$ cat src/rtl/melody_player.sv
// melody_player: steps through a small note memory and drives a phase
// generator. Each entry is {duration in ticks, phase_delta}. A zero
// duration ends the song, and so does wrapping past the last entry.
// The song either finishes with a done pulse or restarts from entry 0.
module melody_player #(
  parameter int TICK_DIV  = 250_000,
  parameter int ADDR_W    = 4,
  parameter int GAP_TICKS = 1
) (
  input  logic              i_clk,
  input  logic              i_reset,
  input  logic              i_wr_en,
  input  logic [ADDR_W-1:0] i_wr_addr,
  input  logic [39:0]       i_wr_data,
  input  logic              i_start,
  input  logic              i_stop,
  input  logic              i_loop,
  output logic [31:0]       o_phase_delta,
  output logic              o_phase_delta_valid,
  output logic              o_gate,
  output logic              o_busy,
  output logic              o_done,
  output logic [1:0]        o_dbg_state
);

  localparam int DEPTH = 2 ** ADDR_W;
  localparam int PRE_W = (TICK_DIV > 2) ? $clog2(TICK_DIV) : 1;
  localparam logic [PRE_W-1:0]  PRE_MAX  = PRE_W'(TICK_DIV - 1);
  localparam logic [ADDR_W-1:0] ADDR_MAX = '1;
  localparam logic [7:0]        GAP_L    = 8'(GAP_TICKS);

  localparam logic [1:0] IDLE  = 2'd0;
  localparam logic [1:0] FETCH = 2'd1;
  localparam logic [1:0] LOAD  = 2'd2;
  localparam logic [1:0] PLAY  = 2'd3;

  // Output handshake: o_phase_delta_valid is a single-cycle strobe with
  // no back-pressure. It is high in exactly the cycle in which
  // o_phase_delta first shows a newly written value (even if that value
  // did not change), and the consumer must take it in that cycle.

  logic [39:0]       mem [DEPTH];
  logic [39:0]       rd_data;
  logic [1:0]        state, state_n;
  logic [ADDR_W-1:0] addr, addr_n;
  logic [PRE_W-1:0]  pre, pre_n;
  logic [7:0]        rem, rem_n;
  logic              wrap_end, wrap_n;
  logic [31:0]       delta_n;
  logic              valid_n, gate_n, done_n, tick;
  logic [7:0]        rd_dur;
  logic [31:0]       rd_delta;

  assign rd_dur      = rd_data[39:32];
  assign rd_delta    = rd_data[31:0];
  assign o_busy      = (state != IDLE);
  assign o_dbg_state = state;

  // Note memory: writes only while idle, synchronous read of the current
  // address. Contents are deliberately untouched by reset.
  always_ff @(posedge i_clk) begin
    if (i_wr_en && (state == IDLE)) begin
      mem[i_wr_addr] <= i_wr_data;
    end
    rd_data <= mem[addr];
  end

  // Next-state and next-output computation for the sequencer.
  always_comb begin
    state_n = state;
    addr_n  = addr;
    pre_n   = pre;
    rem_n   = rem;
    wrap_n  = wrap_end;
    delta_n = o_phase_delta;
    valid_n = 1'b0;
    done_n  = 1'b0;
    tick    = (pre == PRE_MAX);
    case (state)
      IDLE: begin
        if (i_start) begin
          addr_n  = '0;
          wrap_n  = 1'b0;
          state_n = FETCH;
        end
      end
      FETCH: state_n = LOAD;
      LOAD: begin
        // A wrapped address counts as an end marker regardless of contents.
        if ((rd_dur == 8'd0) || wrap_end) begin
          if (i_loop) begin
            addr_n  = '0;
            wrap_n  = 1'b0;
            state_n = FETCH;
          end else begin
            state_n = IDLE;
            done_n  = 1'b1;
            delta_n = '0;
            valid_n = 1'b1;
          end
        end else begin
          rem_n   = rd_dur;
          pre_n   = '0;
          delta_n = rd_delta;
          valid_n = 1'b1;
          state_n = PLAY;
        end
      end
      default: begin
        pre_n = tick ? '0 : pre + PRE_W'(1);
        if (tick) begin
          rem_n = rem - 8'd1;
          if (rem == 8'd1) begin
            addr_n  = addr + ADDR_W'(1);
            wrap_n  = (addr == ADDR_MAX);
            state_n = FETCH;
          end
        end
      end
    endcase
    // Abort wins over everything except a start issued while idle.
    if ((state != IDLE) && i_stop) begin
      state_n = IDLE;
      delta_n = '0;
      valid_n = 1'b1;
      done_n  = 1'b0;
    end
    // Gate is derived from the values the registers are about to hold so
    // that it lines up with the note exactly, with no extra cycle of lag.
    gate_n = (state_n == PLAY) && (delta_n != 32'd0) && (rem_n > GAP_L);
  end

  // State and output registers with synchronous reset.
  always_ff @(posedge i_clk) begin
    if (i_reset) begin
      state               <= IDLE;
      addr                <= '0;
      pre                 <= '0;
      rem                 <= '0;
      wrap_end            <= 1'b0;
      o_phase_delta       <= '0;
      o_phase_delta_valid <= 1'b0;
      o_gate              <= 1'b0;
      o_done              <= 1'b0;
    end else begin
      state               <= state_n;
      addr                <= addr_n;
      pre                 <= pre_n;
      rem                 <= rem_n;
      wrap_end            <= wrap_n;
      o_phase_delta       <= delta_n;
      o_phase_delta_valid <= valid_n;
      o_gate              <= gate_n;
      o_done              <= done_n;
    end
  end

endmodule

$ cat config.mk
export PLATFORM = sky130hd
export DESIGN_NAME = melody_player
export DESIGN_NICKNAME = d
export VERILOG_FILES = /design/src/rtl/melody_player.sv
export SDC_FILE = /design/constraint.sdc
export NUM_CORES = 1
export LEC_CHECK = 0
export BUFFER_PORTS_ARGS = -buffer_cell sky130_fd_sc_hd__buf_4
export CAP_MARGIN = 30
export CORE_UTILIZATION = 56
export DETAILED_ROUTE_END_ITERATION = 12
export GPL_TIMING_DRIVEN = 0
export HOLD_SLACK_MARGIN = 0.08
export PLACE_DENSITY = 0.76
export SYNTH_ARGS = -nofsm -noshare
export SYNTH_HDL_FRONTEND = slang
export SYNTH_SLANG_ARGS = --single-unit
$ cat constraint.sdc
create_clock -name i_clk -period 4.15 [get_ports i_clk]
set_clock_uncertainty 0.1 [all_clocks]
set_input_delay 0 -clock i_clk [delete_from_list [all_inputs] [get_ports i_clk]]
set_output_delay 0 -clock i_clk [all_outputs]
set_load 0.1 [all_outputs]
* Word level (Yosys, flattened, before mapping) *
Memory sizes are Yosys's and may differ from the RTL's. A register that Yosys moved wholly into a read port is not among the register bits.
Cells that the tools add are included.

cells by class
  multiplexer cells = 35
  bitwise logic cells = 4
  divide/modulo/power cells = 0
  equality and inequality tests = 10
  reduce and logical (&&, ||, !) cells = 15
  $lt $le $gt $ge = 1
  shift-type cells = 0
  multipliers = 0
  $add $sub $neg = 3

operators by type and width
  operator               count
  $mux 32                4
  $mux 18                2
  $pmux 18 s2            1
  $reduce_bool 32->1     1
  $mux 4                 5
  $add 18x1->18 const B  1
  $eq 18x18->1 const B   1
  $mux 8                 2
  $pmux 8 s2             1
  $mux 1                 12
  $pmux 4 s3             1
  $mux 2                 5
  $eq 8x1->1 const B     1
  $gt 8x1->1 const B     1
  $logic_not 8->1        1
  $ne 2x2->1 const B     4
  $sub 8x1->8 const B    1
  $pmux 2 s3             1
  $reduce_and 6->1       1
  $reduce_bool 3->1      2
  $add 4x1->4 const B    1
  $eq 2x2->1 const B     2
  $eq 4x4->1 const B     1
  $logic_and 1x1->1      4
  other kinds (9)        12

word-level totals
  bits in latches = 0
  flip-flop bits (word level) = 68
  output and inout bits = 38
  memory bits (writable) = 640
  memories = 1
  memory bits (read-only) = 0
  logic and storage cells = 78

memories
  name  depth  bits a word  read ports  clocked after Yosys merged registers in  write ports  RTL line  text
  mem   16     40           1           1                                        1            42        logic [39:0] mem [DEPTH];

* Depth between registers and ports, before layout *
  depth after elaboration = 8
  gate-level depth with buffers = 10
  depth with buffers taken out = 8

* Least setup slack after synthesis *
Ideal clock, no wire load.

  path kind = register to register
  start point = reg state[0], in the netlist o_dbg_state[0]
  end point = mem mem[0][0] (enable)
  library setup time = 0.487 ns
  path slack = -0.723 ns
  data arrival time = 4.286 ns
  stages on the path, launching flop included = 6
  data required time = 3.563 ns
  cell sequence = dfxtp_1 > buf_2 > nor2_2 > nand2_1 > or3_1 > nor3_1

between the ends
  word-level cells in the longest chain between the ends = 4

ends and longest elaborated chain
  item                          RTL line  text
  from (decl)                   44        logic [1:0] state, state_n;
  from (signal assigned)        146       state <= state_n;
  $logic_not 2->1               62        if (i_wr_en && (state == IDLE)) begin
  $logic_and 1x1->1             62
  $mux 1                        62
  $mux 1 (not written as such)  63        mem[i_wr_addr] <= i_wr_data;
  to (decl)                     42

No other way between the ends.

==> metrics.txt <==
# TYPE chip_impl_metric gauge
chip_impl_info{name="outcome",value="complete, no violations"} 1
chip_impl_metric{name="drtIter0Drc",unit=""} 2087
chip_impl_metric{name="register_bit_count_reported_by_yosys",unit=""} 748
chip_impl_metric{name="die_width",unit="um"} 227
chip_impl_info{name="worstSetupEndpointType",value="flop"} 1
chip_impl_metric{name="initial_core_utilization",unit="%"} 56.7
chip_impl_metric{name="nFillCells",unit=""} 3030
chip_impl_metric{name="synth_enable_flop_cells",unit=""} 640
chip_impl_info{name="hp-class",value="in -> reg"} 1
chip_impl_metric{name="async_flop_share",unit="%"} 0
chip_impl_metric{name="clkTransAtPathRegs",unit="ps"} 60
chip_impl_metric{name="cts_buffers",unit=""} 75
chip_impl_metric{name="cts.htree.levels",unit=""} 3
chip_impl_metric{name="place.detailed.hpwl",unit="um"} 43200
chip_impl_metric{name="irDropWorstVdd",unit="mV"} 0.345
chip_impl_metric{name="syn_inst",unit=""} 1400
chip_impl_metric{name="avgRoutedWirePerCell",unit="um"} 29.5
chip_impl_metric{name="drt_first_pass_iters",unit=""} 6
chip_impl_metric{name="grt_pass1_wl",unit="um"} 103000
chip_impl_metric{name="grt_start_max_net_pins",unit=""} 23
chip_impl_metric{name="tightest_slew",unit="ps"} 973
chip_impl_metric{name="route.vias.total",unit=""} 15400
chip_impl_metric{name="leakage",unit="nW"} 10.7
chip_impl_metric{name="area_added_between_synthesis_and_finish",unit="%"} 19.0
chip_impl_metric{name="first_global_vias",unit=""} 15700
chip_impl_metric{name="floorplan.rows",unit=""} 82
chip_impl_metric{name="groute.usage.overall",unit="%"} 28.7
chip_impl_metric{name="route.antenna.remaining_nets",unit=""} 0
chip_impl_metric{name="place_worst_setup_slack",unit="ps"} 972
chip_impl_metric{name="synth.yosys.seq_area_share",unit="%"} 75.5
chip_impl_info{name="cts_root_buffer",value="sky130_fd_sc_hd__clkbuf_16"} 1
chip_impl_metric{name="crit_fanout",unit=""} 10
chip_impl_metric{name="slew_violations",unit=""} 0
chip_impl_metric{name="synth.yosys.warnings",unit=""} 0
chip_impl_metric{name="hold_ws",unit="ps"} 113
chip_impl_metric{name="fp.coreArea",unit="um^2"} 50000
chip_impl_metric{name="power-per-cell-area",unit="nW/um^2"} 465
chip_impl_metric{name="mappedNetlistNets",unit=""} 1454
chip_impl_metric{name="post_drt_via_cell_ratio",unit=""} 6.44
chip_impl_metric{name="area.sequential",unit="um^2"} 21400
chip_impl_metric{name="finalNetCount",unit=""} 1712
chip_impl_metric{name="fin_crit",unit="ps"} 3330
chip_impl_metric{name="port_buffers",unit=""} 86
chip_impl_metric{name="max_cap_violations",unit=""} 0
chip_impl_info{name="mostFrequentLayoutCells",value="sky130_fd_sc_hd__edfxtp_1, sky130_fd_sc_hd__mux4_2, sky130_fd_sc_hd__dfxtp_1"} 1
chip_impl_metric{name="setup_viol_count_final",unit=""} 0
chip_impl_metric{name="fin_ws",unit="ps"} 824
chip_impl_metric{name="worstSkewPairLatency",unit="ps"} 620
chip_impl_metric{name="die-area",unit="um^2"} 51500
chip_impl_metric{name="report.final.hold_viol_count",unit=""} 0
chip_impl_info{name="timing.critical_path.from_type",value="flop"} 1
chip_impl_metric{name="drt_wl_total",unit="um"} 70600
chip_impl_metric{name="final.period_utilization",unit="%"} 80.1
chip_impl_metric{name="post_synth.cell_area_avg",unit="um^2"} 20.2
chip_impl_metric{name="ios",unit=""} 88
chip_impl_metric{name="maxSlewHeadroom",unit="%"} 35.2
chip_impl_info{name="grt_setup_unrepaired",value="false"} 1
chip_impl_metric{name="multi_input_comb_area",unit="um^2"} 6710
chip_impl_metric{name="gpl.final_weighted_congestion",unit=""} 0.853
chip_impl_metric{name="post_synth_instance_area",unit="um^2"} 28300
chip_impl_metric{name="synth_cell_type_count",unit=""} 60
chip_impl_info{name="layout.cells.most_common",value="sky130_fd_sc_hd__edfxtp_1"} 1
chip_impl_metric{name="critPathRequiredTime",unit="ps"} 4510
chip_impl_metric{name="grt_antenna_before_repair",unit=""} 2
chip_impl_metric{name="drcViolationCount",unit=""} 0
chip_impl_metric{name="numClockSinks",unit=""} 748
chip_impl_metric{name="cp_data_arrival_time",unit="ps"} 3680
chip_impl_info{name="synth_ff_type",value="sky130_fd_sc_hd__edfxtp_1"} 1
chip_impl_metric{name="clock_tree.buffer_depth",unit=""} 3
chip_impl_info{name="path_class",value="reg -> reg"} 1
chip_impl_metric{name="die_h",unit="um"} 227
chip_impl_metric{name="drive_gt1_share",unit="%"} 28.3
chip_impl_info{name="cts_tree",value="built"} 1
chip_impl_metric{name="globalRouteOverflowTotal",unit=""} 0
chip_impl_metric{name="achievable-frequency",unit="MHz"} 301
## state kept, by name, indices dropped and copies added, names as in the netlist
| signal | count |
|---|---|
| addr | 4 |
| rem | 8 |
| o_dbg_state | 2 |
| wrap_end | 1 |
| rd_data | 40 |
| o_phase_delta_valid | 1 |
| o_gate | 1 |
| o_phase_delta | 32 |
| pre | 18 |
| mem | 640 |
| o_done | 1 |
## timing repair
action,in CTS,in global routing
setup buffers,0,0
hold buffers,50,0
endpoints found under the hold margin,791,0
gates resized for setup,0,0
## cells in the mapped netlist (3+ instances only)
master,count,area share [%]
sky130_fd_sc_hd__edfxtp_1,640,68
sky130_fd_sc_hd__mux4_2,200,16
sky130_fd_sc_hd__dfxtp_1,108,7.6
sky130_fd_sc_hd__a21oi_1,58,1.0
sky130_fd_sc_hd__nand2_1,56,0.74
sky130_fd_sc_hd__nor2_1,53,0.70
sky130_fd_sc_hd__clkbuf_1,47,0.62
sky130_fd_sc_hd__nand3_1,40,0.71
sky130_fd_sc_hd__buf_2,20,0.35
sky130_fd_sc_hd__nor4_1,19,0.42
sky130_fd_sc_hd__o21ai_0,15,0.27
sky130_fd_sc_hd__nand4_1,14,0.31
sky130_fd_sc_hd__nor3_1,14,0.25
sky130_fd_sc_hd__buf_1,9,0.12
sky130_fd_sc_hd__inv_1,9,0.12
sky130_fd_sc_hd__a31oi_1,8,0.18
sky130_fd_sc_hd__and3_1,7,0.15
sky130_fd_sc_hd__nand2b_1,6,0.13
sky130_fd_sc_hd__and2_1,5,0.11
sky130_fd_sc_hd__xor2_1,5,0.15
sky130_fd_sc_hd__ha_1,4,0.18
sky130_fd_sc_hd__nor2b_1,4,0.088
sky130_fd_sc_hd__a21o_1,3,0.080
sky130_fd_sc_hd__nor3b_1,3,0.080
sky130_fd_sc_hd__or4_1,3,0.080
sky130_fd_sc_hd__xnor2_1,3,0.093
## critical path, cell delays in order (launching register included)
cell and delay, ps:
sky130_fd_sc_hd__dfxtp_1 350, sky130_fd_sc_hd__clkbuf_1 470, sky130_fd_sc_hd__clkbuf_1 520, sky130_fd_sc_hd__clkbuf_1 780, sky130_fd_sc_hd__mux4_2 410, sky130_fd_sc_hd__mux4_2 540
## cells by family after synthesis
group                    synth area share (%)
adder cells (fa/ha/maj)                 0.177
buffers and inverters                    1.24
flip-flops                               75.5
AO/OA/AOI/OAI                            2.47
multiplexers                             16.0
AND/OR/NAND/NOR                          4.36
XOR/XNOR                                0.248
## through the flow
step / instances / cell area [um^2] / util (%) / setup TNS (ps) / total power [mW]
2_1_floorplan: 1400 / 28300 / - / 0 / 8.98
3_5_place_dp: 2201 / 30800 / 61.7 / 0 / 9.37
4_1_cts: 2390 / 33700 / 67.3 / 0 / 15.7
6_report: 2393 / 33700 / 67.4 / 0 / 15.6
3_3_place_gp: 2158 / 29800 / 59.7 / -779380 / 9.29
5_1_grt: 2393 / 33700 / 67.4 / 0 / 16.1
## power breakdown
| group | internal [mW] | total (mW) | switching, mW |
|---|---|---|---|
| Sequential | 8.27 | 8.32 | 0.0551 |
| Combinational | 0.397 | 0.942 | 0.546 |
| Clock | 3.58 | 6.38 | 2.80 |
## metal layers
metal | global-route usage (%) | up-vias | part of all wire, %
li1 | - | 6304 | -
met1 | 38.8 | 7975 | 37
met2 | 45.8 | 979 | 49
met3 | 8.36 | 157 | 11
met4 | 7.98 | 2 | 2.5
met5 | 0 | - | 0.011
## layout make-up
class / count / area share (%)
repair buffers: 181 / 6.21
multi-input cells: 566 / 19.9
flip-flops and latches: 748 / 63.5
plain buffers: 77 / 0.944
inverters: 9 / 0.100
clock buffers: 98 / 6.01
clock inverters: 41 / 0.825
well taps: 672 / 2.50
diodes: 1 / 0.00743
## worst paths after layout
kind	slack (ps)	end	depth (start not counted)	startpoint
setup / recovery	820	rd_data[26]	5	addr[1]
setup reg to reg	820	rd_data[26]	5	addr[1]
hold / removal	110	mem[1][23]	3	i_wr_addr[0]
hold reg to reg	360	o_phase_delta[18]	2	rd_data[18]
Note: power is estimated with default switching activity, not from simulation.
